[config.mk]
export PLATFORM = sky130hd
export DESIGN_NAME = inst_fetch_buf_flat
export DESIGN_NICKNAME = d
export VERILOG_FILES = /design/src/rtl/inst_fetch_buf_if.sv /design/src/rtl/inst_fetch_buf.sv /design/src/flat_wrapper.sv
export SDC_FILE = /design/constraint.sdc
export NUM_CORES = 1
export LEC_CHECK = 0
export ABC_AREA = 1
export ABC_CLOCK_PERIOD_IN_PS = 2900
export CORE_UTILIZATION = 50
export DETAILED_ROUTE_END_ITERATION = 10
export PLACE_DENSITY = 0.75
export SKIP_LAST_GASP = 1
export SLEW_MARGIN = 20
export SYNTH_ARGS = -nofsm -noshare
export SYNTH_HDL_FRONTEND = slang
export SYNTH_SLANG_ARGS = --single-unit
[constraint.sdc]
create_clock -name clk -period 2.9 [get_ports clk]
set_clock_uncertainty 0.15 [all_clocks]
set_input_delay 0.435 -clock clk [delete_from_list [all_inputs] [get_ports clk]]
set_output_delay 0.435 -clock clk [all_outputs]
set_load 0.01 [all_outputs]
[src/rtl/inst_fetch_buf_if.sv]
// Fetch-buffer bus bundle: program-counter input, instruction-memory request/response and
// decode-side handshake. 'master' is the fetch buffer, 'slave' is its environment.
interface inst_fetch_buf_if #(
    parameter int unsigned AW = 32
) ();
    logic [AW-1:0] pc;
    logic          pc_vld;
    logic          flush;
    logic          fetch_stall;
    logic          imem_req;
    logic [AW-1:0] imem_addr;
    logic          imem_gnt;
    logic          imem_rvld;
    logic [31:0]   imem_rdata;
    logic          if_vld;
    logic [31:0]   if_instr;
    logic [AW-1:0] if_pc;
    logic          if_rdy;

    modport master (
        input  pc, pc_vld, flush, imem_gnt, imem_rvld, imem_rdata, if_rdy,
        output fetch_stall, imem_req, imem_addr, if_vld, if_instr, if_pc
    );

    modport slave (
        output pc, pc_vld, flush, imem_gnt, imem_rvld, imem_rdata, if_rdy,
        input  fetch_stall, imem_req, imem_addr, if_vld, if_instr, if_pc
    );
endinterface

[src/rtl/inst_fetch_buf.sv]
// In-order instruction fetch buffer with redirect flush and stale-response dropping.
// Define IFB_PERF_EN to add the stall/flush performance counter outputs.
module inst_fetch_buf #(
    parameter int unsigned DEPTH = 4,
    parameter int unsigned AW    = 32
) (
    input  logic             clk,
    input  logic             rst,
    inst_fetch_buf_if.master bus
`ifdef IFB_PERF_EN
    ,
    output logic [31:0]      perf_stall_cnt,
    output logic [31:0]      perf_flush_cnt
`endif
);
    localparam int unsigned PW = $clog2(DEPTH);
    localparam int unsigned CW = PW + 1;

    typedef logic [PW-1:0] ptr_t;
    typedef logic [CW-1:0] cnt_t;

    localparam cnt_t DepthC = cnt_t'(DEPTH);

    ptr_t wr_ptr_q, wr_ptr_d;
    ptr_t fill_ptr_q, fill_ptr_d;
    ptr_t rd_ptr_q, rd_ptr_d;
    cnt_t occ_q, occ_d;
    cnt_t outst_q, outst_d;
    cnt_t drop_cnt_q, drop_cnt_d;

    logic [AW-1:0]    pc_q    [DEPTH];
    logic [AW-1:0]    pc_d    [DEPTH];
    logic [31:0]      instr_q [DEPTH];
    logic [31:0]      instr_d [DEPTH];
    logic [DEPTH-1:0] filled_q, filled_d;

    logic imem_req;
    logic accept;
    logic fetch_stall;
    logic rsp_drop;
    logic rsp_fill;
    logic if_vld;
    logic pop;

    // Issue check uses pre-pop occupancy; discarded requests still hold capacity.
    assign imem_req    = rst & bus.pc_vld & ~bus.flush & ((occ_q + drop_cnt_q) < DepthC);
    assign accept      = imem_req & bus.imem_gnt;
    assign fetch_stall = rst & bus.pc_vld & ~accept;
    assign rsp_drop    = bus.imem_rvld & (drop_cnt_q != '0);
    assign rsp_fill    = bus.imem_rvld & (drop_cnt_q == '0) & (outst_q != '0);
    assign if_vld      = filled_q[rd_ptr_q] & ~bus.flush;
    assign pop         = if_vld & bus.if_rdy;

    assign bus.imem_req    = imem_req;
    assign bus.imem_addr   = bus.pc;
    assign bus.fetch_stall = fetch_stall;
    assign bus.if_vld      = if_vld;
    assign bus.if_instr    = instr_q[rd_ptr_q];
    assign bus.if_pc       = pc_q[rd_ptr_q];

    always_comb begin
        wr_ptr_d   = wr_ptr_q;
        fill_ptr_d = fill_ptr_q;
        rd_ptr_d   = rd_ptr_q;
        occ_d      = occ_q;
        outst_d    = outst_q;
        drop_cnt_d = drop_cnt_q;
        pc_d       = pc_q;
        instr_d    = instr_q;
        filled_d   = filled_q;

        if (bus.flush) begin
            wr_ptr_d   = '0;
            fill_ptr_d = '0;
            rd_ptr_d   = '0;
            occ_d      = '0;
            outst_d    = '0;
            filled_d   = '0;
            // Live requests become drops; a response this cycle retires one of either kind.
            drop_cnt_d = drop_cnt_q + outst_q - cnt_t'(rsp_drop | rsp_fill);
        end else begin
            if (accept) begin
                pc_d[wr_ptr_q]     = bus.pc;
                filled_d[wr_ptr_q] = 1'b0;
                wr_ptr_d           = wr_ptr_q + ptr_t'(1);
            end
            if (rsp_drop) begin
                drop_cnt_d = drop_cnt_q - cnt_t'(1);
            end
            if (rsp_fill) begin
                instr_d[fill_ptr_q]  = bus.imem_rdata;
                filled_d[fill_ptr_q] = 1'b1;
                fill_ptr_d           = fill_ptr_q + ptr_t'(1);
            end
            if (pop) begin
                filled_d[rd_ptr_q] = 1'b0;
                rd_ptr_d           = rd_ptr_q + ptr_t'(1);
            end
            occ_d   = occ_q + cnt_t'(accept) - cnt_t'(pop);
            outst_d = outst_q + cnt_t'(accept) - cnt_t'(rsp_fill);
        end
    end

    always_ff @(posedge clk or negedge rst) begin
        if (!rst) begin
            wr_ptr_q   <= '0;
            fill_ptr_q <= '0;
            rd_ptr_q   <= '0;
            occ_q      <= '0;
            outst_q    <= '0;
            drop_cnt_q <= '0;
            pc_q       <= '{default: '0};
            instr_q    <= '{default: '0};
            filled_q   <= '0;
        end else begin
            wr_ptr_q   <= wr_ptr_d;
            fill_ptr_q <= fill_ptr_d;
            rd_ptr_q   <= rd_ptr_d;
            occ_q      <= occ_d;
            outst_q    <= outst_d;
            drop_cnt_q <= drop_cnt_d;
            pc_q       <= pc_d;
            instr_q    <= instr_d;
            filled_q   <= filled_d;
        end
    end

`ifdef IFB_PERF_EN
    logic [31:0] perf_stall_q, perf_stall_d;
    logic [31:0] perf_flush_q, perf_flush_d;

    always_comb begin
        perf_stall_d = perf_stall_q + 32'(fetch_stall);
        perf_flush_d = perf_flush_q + 32'(bus.flush);
    end

    always_ff @(posedge clk or negedge rst) begin
        if (!rst) begin
            perf_stall_q <= '0;
            perf_flush_q <= '0;
        end else begin
            perf_stall_q <= perf_stall_d;
            perf_flush_q <= perf_flush_d;
        end
    end

    assign perf_stall_cnt = perf_stall_q;
    assign perf_flush_cnt = perf_flush_q;
`endif

endmodule

[src/flat_wrapper.sv]
// flat-port wrapper written by rule: the top's interface ports become plain ports
module inst_fetch_buf_flat 
#(
    parameter int unsigned DEPTH = 4,
    parameter int unsigned AW    = 32
)
  (clk, rst, bus_pc, bus_pc_vld, bus_flush, bus_imem_gnt, bus_imem_rvld, bus_imem_rdata, bus_if_rdy, bus_fetch_stall, bus_imem_req, bus_imem_addr, bus_if_vld, bus_if_instr, bus_if_pc);
  inst_fetch_buf_if #(.AW(AW)) bus_i ();
  input  logic clk;
  input  logic rst;
  input wire logic [$bits(bus_i.pc)-1:0] bus_pc;
  input wire logic [$bits(bus_i.pc_vld)-1:0] bus_pc_vld;
  input wire logic [$bits(bus_i.flush)-1:0] bus_flush;
  input wire logic [$bits(bus_i.imem_gnt)-1:0] bus_imem_gnt;
  input wire logic [$bits(bus_i.imem_rvld)-1:0] bus_imem_rvld;
  input wire logic [$bits(bus_i.imem_rdata)-1:0] bus_imem_rdata;
  input wire logic [$bits(bus_i.if_rdy)-1:0] bus_if_rdy;
  output wire logic [$bits(bus_i.fetch_stall)-1:0] bus_fetch_stall;
  output wire logic [$bits(bus_i.imem_req)-1:0] bus_imem_req;
  output wire logic [$bits(bus_i.imem_addr)-1:0] bus_imem_addr;
  output wire logic [$bits(bus_i.if_vld)-1:0] bus_if_vld;
  output wire logic [$bits(bus_i.if_instr)-1:0] bus_if_instr;
  output wire logic [$bits(bus_i.if_pc)-1:0] bus_if_pc;
  assign bus_i.pc = bus_pc;
  assign bus_i.pc_vld = bus_pc_vld;
  assign bus_i.flush = bus_flush;
  assign bus_i.imem_gnt = bus_imem_gnt;
  assign bus_i.imem_rvld = bus_imem_rvld;
  assign bus_i.imem_rdata = bus_imem_rdata;
  assign bus_i.if_rdy = bus_if_rdy;
  assign bus_fetch_stall = bus_i.fetch_stall;
  assign bus_imem_req = bus_i.imem_req;
  assign bus_imem_addr = bus_i.imem_addr;
  assign bus_if_vld = bus_i.if_vld;
  assign bus_if_instr = bus_i.if_instr;
  assign bus_if_pc = bus_i.if_pc;
  inst_fetch_buf #(.DEPTH(DEPTH), .AW(AW)) u_core (.clk(clk), .rst(rst), .bus(bus_i));
endmodule
* Yosys cells after proc, flatten, opt, wreduce, memory -nomap -nowiden
Index checks and enable logic that the tools add are counted.
** Storage, ports and cells
- Flip-flop bits (word level) :: 275
- Input port bits :: 71
- Output and inout bits :: 99
- Logic and storage cells :: 109
** Operators by class
- Add/sub/neg operators :: 11
- Magnitude comparators :: 12
- Muxes and demuxes :: 36
- Bitwise logic cells :: 21
- Reduce and logical (&&, ||, !) cells :: 14
** Operators with widths (count)
- $bwmux W128 :: 2
- $mux W32 :: 6
- $bmux W32 S2 :: 2
- $demux W32 S2 :: 2
- $mux W4 :: 6
- $mux W2 :: 6
- $mux W3 :: 4
- $and A1 B1 Y1 :: 10
- $ge A3 B3 Y1 const B :: 3
- $lt A2 B3 Y1 const B :: 3
- $not A2 Y3 :: 3
- $and A4 B4 Y4 :: 2
- $not A4 Y4 :: 2
- $reduce_bool A2 Y1 :: 4
- $add A2 B1 Y2 const B :: 3
- $add A3 B1 Y3 :: 2
- $add A3 B3 Y3 :: 2
- $demux W1 S2 :: 3
- $ge A2 B1 Y1 const B :: 3
- $lt A3 B1 Y1 const B :: 2
- $reduce_bool A3 Y1 :: 2
- $sub A3 B1 Y3 :: 2
- $logic_and A1 B1 Y1 :: 5
- $mux W1 :: 4
- 9 further kinds :: 11

* Longest topological paths before layout
- Depth after elaboration :: 14
- Mapped depth :: 14
- Depth with buffers taken out :: 14

* Worst setup path before layout
Ideal clock, no wire load.
- Path kind :: reg-to-reg
- Start :: reg u_core.outst_q[1]
- End :: reg u_core.drop_cnt_q[2]
- Library setup time :: 123 ps
- Arrival time :: 2348 ps
- Data required time :: 2627 ps
- Setup slack :: 279 ps
- Stages on the path, launching flop included :: 12
- Buffers on the path :: 0
- Period minus slack after synthesis :: 2621 ps
- Path through :: dfrtp_1 -> or2_1 -> o21ai_2 -> nand2_1 -> ha_1 -> inv_1 -> ha_1 -> fa_1 -> xor2_1 -> xnor2_1 -> o21ai_0 -> nand2_1
** On the way
- Word-level cells in the longest chain between the ends :: 5
- Elaborated cells between the ends (all ways) :: 6
- Those cells by class :: add/sub: 2; mux: 1; bitwise: 2; reduce/logical: 1
** Ends and longest elaborated chain
- start: declaration :: RTL line inst_fetch_buf.sv:28 : cnt_t outst_q, outst_d;
- start signal: assignment :: RTL line inst_fetch_buf.sv:120 : outst_q <= outst_d;
- parallel branches: the longest is 3 deep, another holds $add A3 B3 Y3
- $sub A3 B3 Y3 * :: RTL line inst_fetch_buf.sv:80 : drop_cnt_d = drop_cnt_q + outst_q - cnt_t'(rsp_drop | rsp_fill);
- $mux W3 * :: RTL line inst_fetch_buf.sv:72 : if (bus.flush) begin
- end signal: assignment :: RTL line inst_fetch_buf.sv:121 : drop_cnt_q <= drop_cnt_d;
- end: declaration :: RTL line inst_fetch_buf.sv:29 : cnt_t drop_cnt_q, drop_cnt_d;
Mark *: on every way between the ends.
A chain may end at the register's enable or synchronous reset.

* Worst setup path in the final report
- Start :: reg u_core.rd_ptr_q[0]
- End :: out bus_if_pc[20]
** On the way
- Word-level cells in the longest chain between the ends :: 4
** Ends and longest elaborated chain
- start: declaration :: RTL line inst_fetch_buf.sv:26 : ptr_t rd_ptr_q, rd_ptr_d;
- start signal: assignment :: RTL line inst_fetch_buf.sv:118 : rd_ptr_q <= rd_ptr_d;
- $not A2 Y3 (not written as such) :: RTL line inst_fetch_buf.sv:59 : assign bus.if_pc = pc_q[rd_ptr_q];
- $bmux W32 S2 :: RTL line inst_fetch_buf.sv:59
- $mux W32 (not written as such) (2 in a row) :: RTL line inst_fetch_buf.sv:59
- end: declaration :: RTL line flat_wrapper.sv:23 : output wire logic [$bits(bus_i.if_pc)-1:0] bus_if_pc;
Every way passes these cells. The select of a mux whose other input is x is not followed.

==> flow_metrics.py <==
metrics = {
    "hold_path": {
        "hold_class": "flop to flop",
        "hold_depth": 2,
        "hold_start": "u_core.pc_q[76]",
    },
    "route": {
        "vias_per_cell": 5.49,
        "first_pass_iters": 5,
        "wl_um": 33800,
        "vias": 11100,
        "drc": 0,
        "postRouteAntennaNets": 0,
        "drt_iter0_drc": 1120,
        "wire_per_inst_um": 16.7,
    },
    "sta": {
        "hold_viol": 0,
        "finalWorstSetupSlack_ns": -0.0238,
        "slew_headroom": 0.355,
        "clock.fmax_mhz": 342,
        "finalCritPeriodShare": 1.01,
        "grt_setup_unrepaired": "yes",
        "period_minus_slack_ns": 2.92,
        "finalSetupViolCount": 3,
        "tightest_slew_ns": 0.967,
        "finalMaxSlewViolations": 0,
    },
    "global_routing": {
        "grt_pass1_wl_um": 54900,
        "grt_start_max_net_pins": 169,
        "grt_pass1_vias": 10700,
        "antenna_found_initial": 0,
        "grt_usage": 0.259,
        "grt_overflow_total": 0,
    },
    "final_layout": {
        "nNetsFinal": 1766,
        "finalNonFillerCells": 2019,
        "area_growth_pct": 23.1,
        "n_antenna_cell": 0,
        "fin_area_sq_mm": 0.0159,
        "fillers": 2150,
        "drive_above_1_share": 0.0663,
    },
    "clock_network": {
        "insertion_delay_ns": 0.54,
        "cts_made_buffers": 30,
        "clock_sinks": 275,
        "clock_path_buffers": 3,
        "clk_pin_slew_worst_paths_ns": 0.06,
        "cts_tree": "yes",
        "root_buffer": "clkbuf_16",
        "cts_max_level": 1,
    },
    "run_status": {
        "status": "finished with violations",
        "violations": "setup timing",
    },
    "setup_path": {
        "cp_max_fo": 46,
        "criticalPathCategory": "flop to output pin",
        "rr_startpoint": "u_core.drop_cnt_q[0]",
        "arrival_ns": 2.34,
        "startpoint_type": "flop",
        "crit_required_ns": 2.32,
        "end_kind": "output pin",
        "reg2regPathDepth": 14,
        "startpoint": "u_core.rd_ptr_q[0]",
    },
    "floorplanning": {
        "fp.coreArea_sq_mm": 0.0253,
        "die_y_um": 163,
        "die_w_um": 163,
        "die-area_sq_mm": 0.0264,
        "rows": 58,
        "start_util": 0.511,
        "io_pins": 170,
    },
    "placed_design": {
        "gp_congestion": 0.825,
        "dp_hpwl_um": 19300,
        "postPlaceCellArea_sq_mm": 0.0147,
        "dp.cells": 1957,
        "place.port_buffers": 169,
    },
    "pwr": {
        "worst_ir_drop_vdd_mv": 0.330,
        "power_density_mw_per_mm2": 650,
        "finalPower_mw": 10.3,
        "leakagePower_nw": 8.32,
    },
    "synth": {
        "synth.avg_cell_area_sq_um": 8.32,
        "synth_cells": 1550,
        "yosysWarnings": 0,
        "ys_seq_elements": 275,
        "ys_seq_area_frac": 0.534,
        "synth_nets": 1646,
        "synth.distinct_cells": 30,
        "netlist_area_sq_mm": 0.0129,
    },
    "run": {
        "max-cap-violations": 0,
    },
}
==> Yosys cell counts, drive strengths merged <==
master  count  area share
dfrtp     275        0.53
clkinv      1     0.00029
and3        1     0.00049
xnor2       4      0.0027
nor2      143       0.044
nor3        1     0.00039
o22ai      64       0.031
fa          3      0.0047
o21ai     270        0.11
buf        88       0.048
ha         22       0.021
nand4       8      0.0085
a21oi       7      0.0027
inv        66       0.019
nand2     550        0.16
nand3       7      0.0027
clkbuf     37       0.011
or2         1     0.00049
xor2        2      0.0014
==> critical path: stages (launching register included) <==
cell             delay [ns]
dfrtp_4                0.53
inv_6                  0.14
buf_16                 0.22
o21ai_0                0.11
o22ai_1                0.20
clkdlybuf4s50_1        0.58
==> layout by cell type (no fill, tap or decap), types with 2 or more instances in the layout <==
master | Yosys | layout
nand2_1 | 545 | 544
dfrtp_1 | 275 | 273
o21ai_0 | 200 | 200
nor2_1 | 140 | 140
clkdlybuf4s50_1 | 0 | 126
o21ai_1 | 69 | 69
o22ai_1 | 64 | 64
inv_1 | 60 | 59
clkbuf_16 | 0 | 32
dlygate4sd2_1 | 0 | 32
ha_1 | 22 | 22
buf_4 | 41 | 19
buf_12 | 0 | 12
dlymetal6s2s_1 | 0 | 10
nand3_1 | 7 | 7
a21oi_1 | 7 | 7
inv_2 | 6 | 6
clkbuf_1 | 37 | 6
nand2_4 | 4 | 5
clkbuf_8 | 0 | 5
clkinv_2 | 0 | 5
nand4_4 | 4 | 4
nand4_1 | 4 | 4
xnor2_1 | 4 | 4
buf_16 | 0 | 4
fa_1 | 3 | 3
buf_8 | 0 | 3
buf_6 | 12 | 3
nor2_8 | 2 | 2
xor2_1 | 2 | 2
clkinvlp_4 | 0 | 2
bufinv_16 | 0 | 2
bufbuf_16 | 0 | 2
==> final timing paths <==
| kind | endpoint | slack, ns |
|---|---|---|
| hold / removal | u_core.pc_q[76] | 0.33 |
| min in group asynchronous | u_core.drop_cnt_q[2] | 0.46 |
| hold reg to reg | u_core.pc_q[76] | 0.33 |
| max in group asynchronous | u_core.pc_q[7] | 0.71 |
| setup / recovery | bus_if_pc[20] | -0.02 |
| setup reg to reg | u_core.drop_cnt_q[2] | 0.24 |
==> area by class of cell <==
cell class	count	area, sq um	area share
Multi-Input combinational cell	1083	5020	0.316
Clock buffer	42	867	0.0546
Timing Repair Buffer	213	2340	0.147
Tap cell	330	413	0.0260
Sequential cell	275	6890	0.434
Clock inverter	9	100	0.00630
Inverter	67	256	0.0161
==> stage by stage <==
step                 util  TNS [ns]  setup WS, ns  hold slack [ns]
floorplan               -         0         0.279          -0.0106
global placement    0.580         0         0.115            0.306
detailed placement  0.580         0        0.0507            0.310
CTS                 0.627    -0.338       -0.0707            0.326
global route        0.629     -1.06       -0.0987            0.336
finish              0.629   -0.0448       -0.0238            0.325
==> repair_timing <==
action                                 CTS  global route
hold buffers                             1             0
gates cloned                             3             1
setup endpoints to repair               66            33
endpoints found under the hold margin  166             0
resized for setup                       49            11
setup buffers                            7             0
pin swaps                                4             2
==> power by group <==
part	internal (mW)	total, mW	switching [mW]
clock network	2.24	3.75	1.51
logic	1.03	2.13	1.10
registers	4.23	4.45	0.224
==> registers in the layout, indices dropped and copies added, names as in the netlist <==
| signal | flops |
|---|---|
| u_core.instr_q | 128 |
| u_core.pc_q | 128 |
| u_core.filled_q | 4 |
| u_core.drop_cnt_q | 3 |
| u_core.occ_q | 3 |
| u_core.outst_q | 3 |
| u_core.fill_ptr_q | 2 |
| u_core.rd_ptr_q | 2 |
| u_core.wr_ptr_q | 2 |
==> logic make-up after synthesis <==
| kind of cell | Yosys count | synth area share |
|---|---|---|
| flip-flops | 275 | 0.534 |
| XOR/XNOR | 6 | 0.00407 |
| AND/OR/NAND/NOR | 711 | 0.220 |
| AO/OA/AOI/OAI | 341 | 0.139 |
| adder cells (fa/ha/maj) | 25 | 0.0260 |
| buffers and inverters | 192 | 0.0781 |
==> routing by layer <==
| layer | GRT usage | wire (um) |
|---|---|---|
| met5 | 0 | 0 |
| met4 | 0.0786 | 798 |
| met3 | 0.0321 | 2600 |
| met2 | 0.430 | 16100 |
| met1 | 0.355 | 14300 |
No activity file was read; power rests on OpenSTA's default activity.
